$ cat src/rtl/can_stuff_pkg.sv
// can_stuff_pkg
// Shared definitions for the CAN de-stuffer: FSM state encoding, default
// stuffing parameters and the run-counter width helper.
package can_stuff_pkg;

    typedef enum logic [1:0] {
        IDLE  = 2'd0,
        DYN   = 2'd1,
        FIXED = 2'd2,
        ERR   = 2'd3
    } stuff_state_t;

    localparam int STUFF_LEN_DEF = 5;
    localparam int FIXED_LEN_DEF = 4;
    localparam int SCNT_W_DEF    = 3;

    // Bits needed to hold a count of 0..n inclusive.
    function automatic int run_w(input int n);
        return $clog2(n + 1);
    endfunction

endpackage

$ cat src/rtl/stuff_run_counter.sv
// stuff_run_counter
// Saturating bit counter used for the dynamic equal-bit run length and the
// fixed-stuffing data-bit count.
//   clk, reset   : clock, async active-low reset
//   i_clr        : clear the count (to 1 if i_inc is also high, else to 0)
//   i_inc        : count one more bit (saturates at LIMIT)
//   o_at_limit   : count equals LIMIT, i.e. next bit must be a stuff bit
module stuff_run_counter
    import can_stuff_pkg::*;
#(
    parameter int LIMIT = 5
) (
    input  logic clk,
    input  logic reset,
    input  logic i_clr,
    input  logic i_inc,
    output logic o_at_limit
);
    localparam int W = run_w(LIMIT);

    logic [W-1:0] r_cnt;

    always_ff @(posedge clk or negedge reset) begin
        if (!reset) begin
            r_cnt <= '0;
        end else if (i_clr) begin
            // clear+inc means "this bit starts a new run of one"
            r_cnt <= i_inc ? W'(1) : '0;
        end else if (i_inc && (r_cnt != W'(LIMIT))) begin
            r_cnt <= r_cnt + 1'b1;
        end
    end

    assign o_at_limit = (r_cnt == W'(LIMIT));

endmodule

$ cat config.mk
export PLATFORM = sky130hd
export DESIGN_NAME = stuff_run_counter
export DESIGN_NICKNAME = d
export VERILOG_FILES = /design/src/rtl/can_stuff_pkg.sv /design/src/rtl/stuff_run_counter.sv
export SDC_FILE = /design/constraint.sdc
export NUM_CORES = 1
export LEC_CHECK = 0
export CAP_MARGIN = 10
export CORE_AREA = 2 2 39 41
export CTS_CLUSTER_SIZE = 25
export DETAILED_ROUTE_END_ITERATION = 6
export DIE_AREA = 0 0 41 43
export GPL_TIMING_DRIVEN = 0
export PLACE_DENSITY = 0.42
export SLEW_MARGIN = 25
export SYNTH_ARGS = -nofsm -noshare
export SYNTH_HDL_FRONTEND = slang
export SYNTH_SLANG_ARGS = --single-unit
$ cat constraint.sdc
create_clock -name clk -period 1 [get_ports clk]
set_input_delay 0.15 -clock clk [delete_from_list [all_inputs] [get_ports clk]]
set_output_delay 0.15 -clock clk [all_outputs]
set_load 0.01 [all_outputs]
Yosys cells after proc, flatten, opt, wreduce, memory -nomap -nowiden
Index checks and enable logic that the tools add are counted.
{"block": "word_totals", "ff_bits": 3, "inputBits": 4, "word_cells": 9}
{"block": "classes", "add_sub_neg": 1, "eq_ne": 2, "mux": 3, "reduce_logical": 2}
{"cell": "$mux 3", "count": 2}
{"cell": "$add 3x1->3 const B", "count": 1}
{"cell": "$eq 3x3->1 const B", "count": 1}
{"cell": "$ne 3x3->1 const B", "count": 1}
{"cell": "$reduce_bool 2->1", "count": 1}
{"cell": "$logic_and 1x1->1", "count": 1}
{"cell": "$mux 1", "count": 1}

Longest topological paths before layout
Gate-level depths: netlist (run 1).
{"block": "depth", "depth_word": 4, "mapped_depth": 5, "depth_no_buf": 5}

Least setup slack after synthesis (run 1)
No wires, ideal clock.
{"block": "synth_path", "path_kind": "register to register", "startpoint": "register r_cnt[0]", "endpoint": "register r_cnt[1]", "arrival_ns": 1.008, "required_time_ns": 0.913, "path_slack_ns": -0.095, "path_stages_with_launch": 5, "path_buffers": 0, "cell_sequence": "dfrtp_1 -> ha_1 -> a21boi_2 -> nor2_1 -> a211oi_2"}
{"block": "synth_via", "elab_chain_len": 3, "elab_cells_between_ends": 6, "classes_between": "add/sub (1); eq/ne (1); mux (2); reduce/logical (2)"}
{"item": "start, declared", "line_no": "stuff_run_counter.sv:21", "source": "logic [W-1:0] r_cnt;"}
{"item": "start signal, assigned", "line_no": "stuff_run_counter.sv:28", "source": "r_cnt <= i_inc ? W'(1) : '0;"}
{"item": "start signal, assigned", "line_no": "stuff_run_counter.sv:30", "source": "r_cnt <= r_cnt + 1'b1;"}
{"item": "$add 3x1->3 or $ne 3x3->1 (tied branches)", "line_no": "stuff_run_counter.sv:30, stuff_run_counter.sv:29"}
{"item": "$mux 3 or $logic_and 1x1->1 (tied branches)", "line_no": "stuff_run_counter.sv:29", "source": "end else if (i_inc && (r_cnt != W'(LIMIT))) begin"}
{"item": "$mux 3 or $reduce_bool 2->1 (tied branches)"}
Parallel ways exist; a longest one is shown, timed or not. The select of a mux whose other input is x is not followed.
A chain may end at the register's enable or synchronous reset.

Final worst setup path (run 1)
Same ends and word-level chain as after synthesis.

==> flow_results.xml, run 1 <==
<?xml version="1.0" encoding="UTF-8"?>
<metrics>
  <group name="run_status">
    <metric name="status" unit="">finished, violations left</metric>
    <metric name="violations" unit="">setup timing</metric>
  </group>
  <group name="setup_path">
    <metric name="worst_setup_path_end_kind" unit="">flip-flop</metric>
    <metric name="critical_path.cell_chain" unit="">ha_2 &gt; buf_4 &gt; a21boi_2 &gt; nor2_1 &gt; a211oi_2</metric>
    <metric name="crit_slowest_cell" unit="">sky130_fd_sc_hd__dfrtp_1</metric>
    <metric name="crit_buf_inv" unit="">1</metric>
    <metric name="crit_required" unit="ns">1.14</metric>
    <metric name="cp_top_family" unit="">flip-flops</metric>
    <metric name="critPathLaunchType" unit="">flip-flop</metric>
    <metric name="critical_path.reg2reg.startpoint" unit="">r_cnt[0]</metric>
    <metric name="class_of_the_most_critical_setup_path" unit="">flip-flop to flip-flop</metric>
    <metric name="worstPathMaxFanout" unit="">3</metric>
    <metric name="crit_arrival" unit="ns">1.36</metric>
    <metric name="timing.critical_path.from" unit="">r_cnt[0]</metric>
    <metric name="worst_r2r_path_depth" unit="">5</metric>
    <metric name="crit_cells" unit="">5</metric>
    <metric name="critical-path-max-stage-delay" unit="ns">0.39</metric>
  </group>
  <group name="synth">
    <metric name="yosysTopAreaCellShare" unit="%">41.4</metric>
    <metric name="synthesis.yosys.warnings" unit="">0</metric>
    <metric name="postSynthNetCount" unit="">24</metric>
    <metric name="post_synth_instance_area" unit="µm²">181</metric>
    <metric name="postSynth.topFlopCell" unit="">sky130_fd_sc_hd__dfrtp_1</metric>
    <metric name="synth-seq-area-share" unit="%">41.4</metric>
    <metric name="per_instance_average_area_after_synthesis" unit="µm²">10.1</metric>
    <metric name="synth_edf_count" unit="">0</metric>
    <metric name="async_reset_ff_share" unit="%">100</metric>
    <metric name="commonest_cells_post_synth" unit="">sky130_fd_sc_hd__dfrtp_1, sky130_fd_sc_hd__inv_1, sky130_fd_sc_hd__ha_1, sky130_fd_sc_hd__nand2_1</metric>
    <metric name="syn_inst" unit="">18</metric>
    <metric name="ys_seq_elements" unit="">3</metric>
    <metric name="post_synth_main_area_contributors" unit="">sky130_fd_sc_hd__dfrtp_1, sky130_fd_sc_hd__ha_1, sky130_fd_sc_hd__a211oi_2</metric>
    <metric name="synth_cell_type_count" unit="">12</metric>
    <metric name="synth_largest_area_cell" unit="">sky130_fd_sc_hd__dfrtp_1</metric>
  </group>
  <group name="cells_and_area">
    <metric name="layout_top_registers" unit="">r_cnt: 3 flops</metric>
    <metric name="seqCellArea" unit="µm²">75.1</metric>
    <metric name="num_antenna_cells" unit="">0</metric>
    <metric name="n_fill_cell" unit="">150</metric>
    <metric name="finish.net_count" unit="">36</metric>
    <metric name="postLayoutCoreUtil" unit="%">21.3</metric>
    <metric name="drive_gt1_share" unit="%">44.8</metric>
    <metric name="multi_input_area" unit="µm²">105</metric>
    <metric name="max_flop_register" unit="">r_cnt</metric>
    <metric name="layout-area-overhead-vs-synth" unit="%">62.8</metric>
    <metric name="final_cell_count_no_fill" unit="">45</metric>
    <metric name="stdcell_area" unit="µm²">295</metric>
    <metric name="max_ffs_per_register" unit="">3</metric>
  </group>
  <group name="power_and_ir_drop">
    <metric name="power.switching" unit="mW">0.111</metric>
    <metric name="power.ir.vdd_worst" unit="µV">400</metric>
    <metric name="p_int" unit="mW">0.334</metric>
    <metric name="total_power" unit="mW">0.445</metric>
    <metric name="power.switching_fraction" unit="%">25.0</metric>
    <metric name="p_comb_share" unit="%">20.7</metric>
    <metric name="power.sequential.fraction" unit="%">32.4</metric>
    <metric name="pwr_density_cell" unit="nW/µm²">1510</metric>
    <metric name="leakage_power" unit="nW">0.139</metric>
    <metric name="part_of_the_power_in_the_clock_network" unit="%">47.0</metric>
  </group>
  <group name="clock_tree">
    <metric name="tritoncts" unit="">yes</metric>
    <metric name="clkLatencyLatePin" unit="ns">0.23</metric>
    <metric name="ctsLongestPathBuffers" unit="">2</metric>
    <metric name="clkSlewWorstSetupHoldPaths" unit="ns">0.04</metric>
    <metric name="cts_sinks" unit="">3</metric>
    <metric name="cts-root-buf" unit="">sky130_fd_sc_hd__clkbuf_4</metric>
    <metric name="numCtsBuffers" unit="">3</metric>
    <metric name="cts.htree.levels" unit="">1</metric>
  </group>
  <group name="floorplanning">
    <metric name="rows" unit="">14</metric>
    <metric name="floorplan_core_area" unit="µm²">1380</metric>
    <metric name="die_x" unit="µm">41</metric>
    <metric name="starting_density" unit="%">13.1</metric>
    <metric name="design.die.area" unit="µm²">1760</metric>
    <metric name="die-height" unit="µm">43</metric>
    <metric name="ports_placed_on_the_boundary" unit="">5</metric>
  </group>
  <group name="grt">
    <metric name="overflow" unit="">0</metric>
    <metric name="first_global_vias" unit="">186</metric>
    <metric name="grt_use_total" unit="%">6.04</metric>
    <metric name="largest_net_degree_at_the_start_of_global_routing" unit="">6</metric>
    <metric name="antenna_violations_before_repair" unit="">0</metric>
    <metric name="global_route_wire_length_before_repair" unit="µm">621</metric>
  </group>
  <group name="drt">
    <metric name="drt_iter0_markers" unit="">1</metric>
    <metric name="post_drt_wl_per_cell" unit="µm">8.80</metric>
    <metric name="dr.pass1.iters" unit="">2</metric>
    <metric name="route.detailed.vias_per_inst" unit="">3.80</metric>
    <metric name="postRouteAntennaNets" unit="">0</metric>
    <metric name="remaining_drc_errors" unit="">0</metric>
    <metric name="post_route_wl" unit="µm">396</metric>
    <metric name="routed-via-count" unit="">171</metric>
  </group>
  <group name="sta">
    <metric name="worst_slew_margin_rel" unit="%">81.8</metric>
    <metric name="setup_ws" unit="ns">-0.220</metric>
    <metric name="report.final.setup_viol" unit="">4</metric>
    <metric name="layout_min_cycle_time" unit="ns">1.22</metric>
    <metric name="fin_hold_ws" unit="ns">0.0990</metric>
    <metric name="timing_hold_violations_final" unit="">0</metric>
    <metric name="tightestPinTransition" unit="ns">0.268</metric>
    <metric name="setup_repair_after_global_routing_missed_its_margin" unit="">true</metric>
    <metric name="count_of_final_max_slew_check_failures" unit="">0</metric>
    <metric name="finalSetupTns" unit="ns">-0.742</metric>
    <metric name="timing.final.crit_share" unit="%">122</metric>
    <metric name="timing.fmax" unit="MHz">820</metric>
    <metric name="timing.clock.skew" unit="ns">0.000475</metric>
  </group>
  <group name="placement">
    <metric name="port-buffer-count" unit="">4</metric>
    <metric name="detailedPlace.worstSlack" unit="ns">-0.432</metric>
    <metric name="gp_congestion" unit="">0.603</metric>
    <metric name="placedCellCount" unit="">38</metric>
    <metric name="placedInstanceArea" unit="µm²">244</metric>
    <metric name="hpwl_after_detailed_placement" unit="µm">264</metric>
  </group>
  <group name="run">
    <metric name="cap_viol_max_count" unit="">0</metric>
  </group>
  <group name="hold_path">
    <metric name="worst_hold_path_type" unit="">input pin to asynchronous set/reset pin</metric>
  </group>
</metrics>
## metal layers
metal	vias up	part of all wire (%)	track usage [%]
met3	0	9.8	3.66
met2	5	49	8.75
li1	86	-	-
met5	-	0	0
met4	0	0	8.00
met1	80	41	4.22
## power groups by stage
stage / combinational [mW] / clock [mW] / sequential, mW
floorplan: 0.0452 / 0 / 0.144
finish: 0.0920 / 0.209 / 0.144
global route: 0.100 / 0.232 / 0.146
global placement: 0.0680 / 0 / 0.145
CTS: 0.0921 / 0.224 / 0.143
detailed placement: 0.0731 / 0 / 0.146
## cell families (layout without fill, tap and decap cells)
family | Yosys count | count (layout) | share of synthesized area [%]
and+or+nand+nor | 6 | 6 | 17.9
buffers and inverters | 3 | 14 | 6.21
adders and majority gates | 2 | 2 | 13.8
AOI/OAI and AO/OA | 4 | 4 | 20.7
DFF | 3 | 3 | 41.4
## layout make-up
class                   count  share of cell area [%]
well taps                  16                    6.78
multi-input cells          12                    35.6
flip-flops and latches      3                    25.4
clock buffers               4                    8.90
repair buffers              7                    19.5
inverters                   3                    3.81
## worst register-to-register path, delay by kind of cell, from the launching register on
kind	cells	cell delay (ns)
flops	1	0.39
compound gates	2	0.34
fa+ha+maj	1	0.19
buf+inv	1	0.14
simple gates	1	0.08
## what timing repair did
action / in CTS / in global routing
endpoints found under the setup margin: 4 / 4
setup buffers: 3 / 0
resized for setup: 6 / 0
hold buffers: 0 / 0
## final timing paths
| kind | end | slack, ns |
|---|---|---|
| hold / removal | r_cnt[2] | 0.1 |
| hold reg to reg | r_cnt[1] | 0.63 |
| max in group asynchronous | r_cnt[1] | 0.76 |
| setup reg to reg | r_cnt[1] | -0.22 |
| setup / recovery | r_cnt[1] | -0.22 |
| min in group clk | r_cnt[2] | 0.59 |
## placed cells by master (no fill, tap or decap)
cell type,count
sky130_fd_sc_hd__ha_2,1
sky130_fd_sc_hd__nand2_1,1
sky130_fd_sc_hd__clkbuf_1,1
sky130_fd_sc_hd__buf_4,3
sky130_fd_sc_hd__nor2_1,1
sky130_fd_sc_hd__and4b_2,1
sky130_fd_sc_hd__buf_2,1
sky130_fd_sc_hd__ha_1,1
sky130_fd_sc_hd__inv_1,3
sky130_fd_sc_hd__o311ai_1,1
sky130_fd_sc_hd__clkdlybuf4s50_1,3
sky130_fd_sc_hd__clkbuf_4,3
sky130_fd_sc_hd__nor3_2,1
sky130_fd_sc_hd__nand3_1,1
sky130_fd_sc_hd__a21boi_2,1
sky130_fd_sc_hd__dfrtp_1,3
sky130_fd_sc_hd__nand2_2,1
sky130_fd_sc_hd__a21oi_1,1
sky130_fd_sc_hd__a211oi_2,1
(Power assumes the default switching activity.)
==> inputs of run 2 (changes only) <==
SETUP_SLACK_MARGIN = 0.4   (was unset)
==> run 2 against run 1 <==
Compared with the run above:
- the run still ends with setup timing left
- via count increased by 7.0%
- register-to-register slack improved by 0.02 ns
- flip-flop and latch count unchanged
- hold slack improved by 0.00072 ns
- utilization increased by 3.2 points
- first-iteration DRC count decreased by 100%
- die area unchanged
==> flow_results.xml, run 2 (synthesized netlist as in run 1, its figures left out) <==
<?xml version="1.0" encoding="UTF-8"?>
<metrics>
  <group name="cells_and_area">
    <metric name="drive_gt1_share" unit="%">63.3</metric>
    <metric name="layout.cells.most_common_list" unit="">sky130_fd_sc_hd__buf_4, sky130_fd_sc_hd__clkbuf_4, sky130_fd_sc_hd__clkdlybuf4s50_1, sky130_fd_sc_hd__dfrtp_1, sky130_fd_sc_hd__inv_2</metric>
    <metric name="layout-area-overhead-vs-synth" unit="%">86.9</metric>
    <metric name="layout_top_registers" unit="">r_cnt: 3 flops</metric>
    <metric name="final_cell_count_no_fill" unit="">46</metric>
    <metric name="num_antenna_cells" unit="">0</metric>
    <metric name="max_ffs_per_register" unit="">3</metric>
    <metric name="layout_commonest_cell" unit="">sky130_fd_sc_hd__buf_4</metric>
    <metric name="stdcell_area" unit="µm²">339</metric>
    <metric name="max_flop_register" unit="">r_cnt</metric>
    <metric name="n_fill_cell" unit="">148</metric>
    <metric name="finish.net_count" unit="">37</metric>
  </group>
  <group name="clock_tree">
    <metric name="tritoncts" unit="">yes</metric>
    <metric name="numCtsBuffers" unit="">3</metric>
    <metric name="ctsLongestPathBuffers" unit="">2</metric>
    <metric name="clkLatencyLatePin" unit="ns">0.23</metric>
    <metric name="cts-root-buf" unit="">sky130_fd_sc_hd__clkbuf_4</metric>
    <metric name="cts_sinks" unit="">3</metric>
    <metric name="cts.htree.levels" unit="">1</metric>
    <metric name="clkSlewWorstSetupHoldPaths" unit="ns">0.04</metric>
  </group>
  <group name="grt">
    <metric name="overflow" unit="">0</metric>
    <metric name="largest_net_degree_at_the_start_of_global_routing" unit="">6</metric>
    <metric name="first_global_vias" unit="">217</metric>
    <metric name="antenna_violations_before_repair" unit="">0</metric>
    <metric name="global_route_wire_length_before_repair" unit="µm">752</metric>
    <metric name="grt_use_total" unit="%">7.15</metric>
  </group>
  <group name="power_and_ir_drop">
    <metric name="leakage_power" unit="nW">0.148</metric>
    <metric name="power.ir.vdd_worst" unit="µV">426</metric>
    <metric name="power.switching_fraction" unit="%">26.8</metric>
    <metric name="power.switching" unit="mW">0.130</metric>
    <metric name="power.sequential.fraction" unit="%">30.3</metric>
    <metric name="p_comb_share" unit="%">26.3</metric>
    <metric name="total_power" unit="mW">0.484</metric>
    <metric name="p_int" unit="mW">0.354</metric>
    <metric name="part_of_the_power_in_the_clock_network" unit="%">43.3</metric>
    <metric name="pwr_density_cell" unit="nW/µm²">1430</metric>
  </group>
  <group name="drt">
    <metric name="post_drt_wl_per_cell" unit="µm">10.3</metric>
    <metric name="postRouteAntennaNets" unit="">0</metric>
    <metric name="route.detailed.vias_per_inst" unit="">3.98</metric>
    <metric name="post_route_wl" unit="µm">475</metric>
    <metric name="dr.pass1.iters" unit="">1</metric>
    <metric name="drt_iter0_markers" unit="">0</metric>
    <metric name="routed-via-count" unit="">183</metric>
    <metric name="remaining_drc_errors" unit="">0</metric>
  </group>
  <group name="floorplanning">
    <metric name="starting_density" unit="%">13.1</metric>
    <metric name="design.die.area" unit="µm²">1760</metric>
    <metric name="die_x" unit="µm">41</metric>
    <metric name="die-height" unit="µm">43</metric>
    <metric name="floorplan_core_area" unit="µm²">1380</metric>
    <metric name="ports_placed_on_the_boundary" unit="">5</metric>
    <metric name="rows" unit="">14</metric>
  </group>
  <group name="setup_path">
    <metric name="crit_arrival" unit="ns">1.34</metric>
    <metric name="worst_setup_path_end_kind" unit="">flip-flop</metric>
    <metric name="class_of_the_most_critical_setup_path" unit="">flip-flop to flip-flop</metric>
    <metric name="crit_required" unit="ns">1.14</metric>
    <metric name="critPathLaunchType" unit="">flip-flop</metric>
    <metric name="worstPathMaxFanout" unit="">3</metric>
  </group>
  <group name="placement">
    <metric name="hpwl_after_detailed_placement" unit="µm">264</metric>
    <metric name="detailedPlace.worstSlack" unit="ns">-0.437</metric>
    <metric name="placedCellCount" unit="">38</metric>
    <metric name="port-buffer-count" unit="">4</metric>
    <metric name="placedInstanceArea" unit="µm²">244</metric>
    <metric name="gp_congestion" unit="">0.604</metric>
  </group>
  <group name="sta">
    <metric name="timing.fmax" unit="MHz">835</metric>
    <metric name="timing_hold_violations_final" unit="">0</metric>
    <metric name="timing.clock.skew" unit="ns">0.00105</metric>
    <metric name="setup_repair_after_global_routing_missed_its_margin" unit="">true</metric>
    <metric name="tightestPinTransition" unit="ns">0.250</metric>
    <metric name="finalSetupTns" unit="ns">-0.683</metric>
    <metric name="worst_slew_margin_rel" unit="%">83.3</metric>
    <metric name="setup_ws" unit="ns">-0.197</metric>
    <metric name="report.final.setup_viol" unit="">4</metric>
    <metric name="layout_min_cycle_time" unit="ns">1.20</metric>
    <metric name="timing.final.crit_share" unit="%">120</metric>
    <metric name="count_of_final_max_slew_check_failures" unit="">0</metric>
  </group>
  <group name="run_status">
    <metric name="status" unit="">finished, violations left</metric>
    <metric name="violations" unit="">setup timing</metric>
  </group>
  <group name="hold_path">
    <metric name="worst_hold_path_type" unit="">input pin to asynchronous set/reset pin</metric>
  </group>
  <group name="run">
    <metric name="cap_viol_max_count" unit="">0</metric>
  </group>
</metrics>
[run 2: final timing paths]
check | start | to | slack [ns] | depth (start not counted)
setup / recovery | r_cnt[0] | r_cnt[1] | -0.20 | 5
hold / removal | reset | r_cnt[2] | 0.1 | 1
setup reg to reg | r_cnt[0] | r_cnt[1] | -0.20 | 5
hold reg to reg | r_cnt[0] | r_cnt[1] | 0.62 | 2
max in group asynchronous | reset | r_cnt[1] | 0.76 | 1
min in group clk | i_clr | r_cnt[1] | 0.62 | 2
[run 2: layout make-up]
| cell class | count | area [µm²] | area share, % |
|---|---|---|---|
| Clock buffer | 4 | 26.3 | 7.75 |
| Tap cell | 16 | 20.0 | 5.90 |
| Sequential cell | 3 | 75.1 | 22.1 |
| Timing Repair Buffer | 8 | 71.3 | 21.0 |
| Multi-Input combinational cell | 12 | 135 | 39.9 |
| Inverter | 3 | 11.3 | 3.32 |
[run 2: routing by layer]
metal	vias to the layer above	wire, µm	part of all wire (%)	global-route usage [%]
met5	-	0	0	0
met3	0	58	12	4.71
met2	7	266	56	10.6
li1	87	-	-	-
met1	89	150	32	4.55
met4	0	0	0	9.33
[run 2: critical path, cell delays in order (launching register included)]
cell and delay (ns):
sky130_fd_sc_hd__dfrtp_1 0.40, sky130_fd_sc_hd__ha_4 0.18, sky130_fd_sc_hd__buf_4 0.14, sky130_fd_sc_hd__a21boi_4 0.18, sky130_fd_sc_hd__nor2_2 0.07, sky130_fd_sc_hd__a211oi_2 0.14
[run 2: stage by stage]
step | hold slack (ns) | util (%)
6_report | 0.0997 | 24.5
3_3_place_gp | 0.335 | 17.6
4_1_cts | 0.0897 | 23.8
5_1_grt | 0.0946 | 24.5
2_1_floorplan | -0.146 | -
3_5_place_dp | 0.341 | 17.6
[run 2: power by group through the flow]
stage | Sequential, mW | Combinational, mW | Clock, mW
floorplan | 0.144 | 0.0454 | 0
global placement | 0.145 | 0.0683 | 0
detailed placement | 0.146 | 0.0733 | 0
CTS | 0.142 | 0.116 | 0.224
global route | 0.148 | 0.138 | 0.232
finish | 0.147 | 0.128 | 0.210
[run 2: what timing repair did]
| item | CTS | global route |
|---|---|---|
| setup buffers | 4 | 0 |
| resized for setup | 11 | 2 |
| endpoints found under the setup margin | 4 | 4 |
| hold buffers | 0 | 0 |
| pin swaps | 1 | 2 |
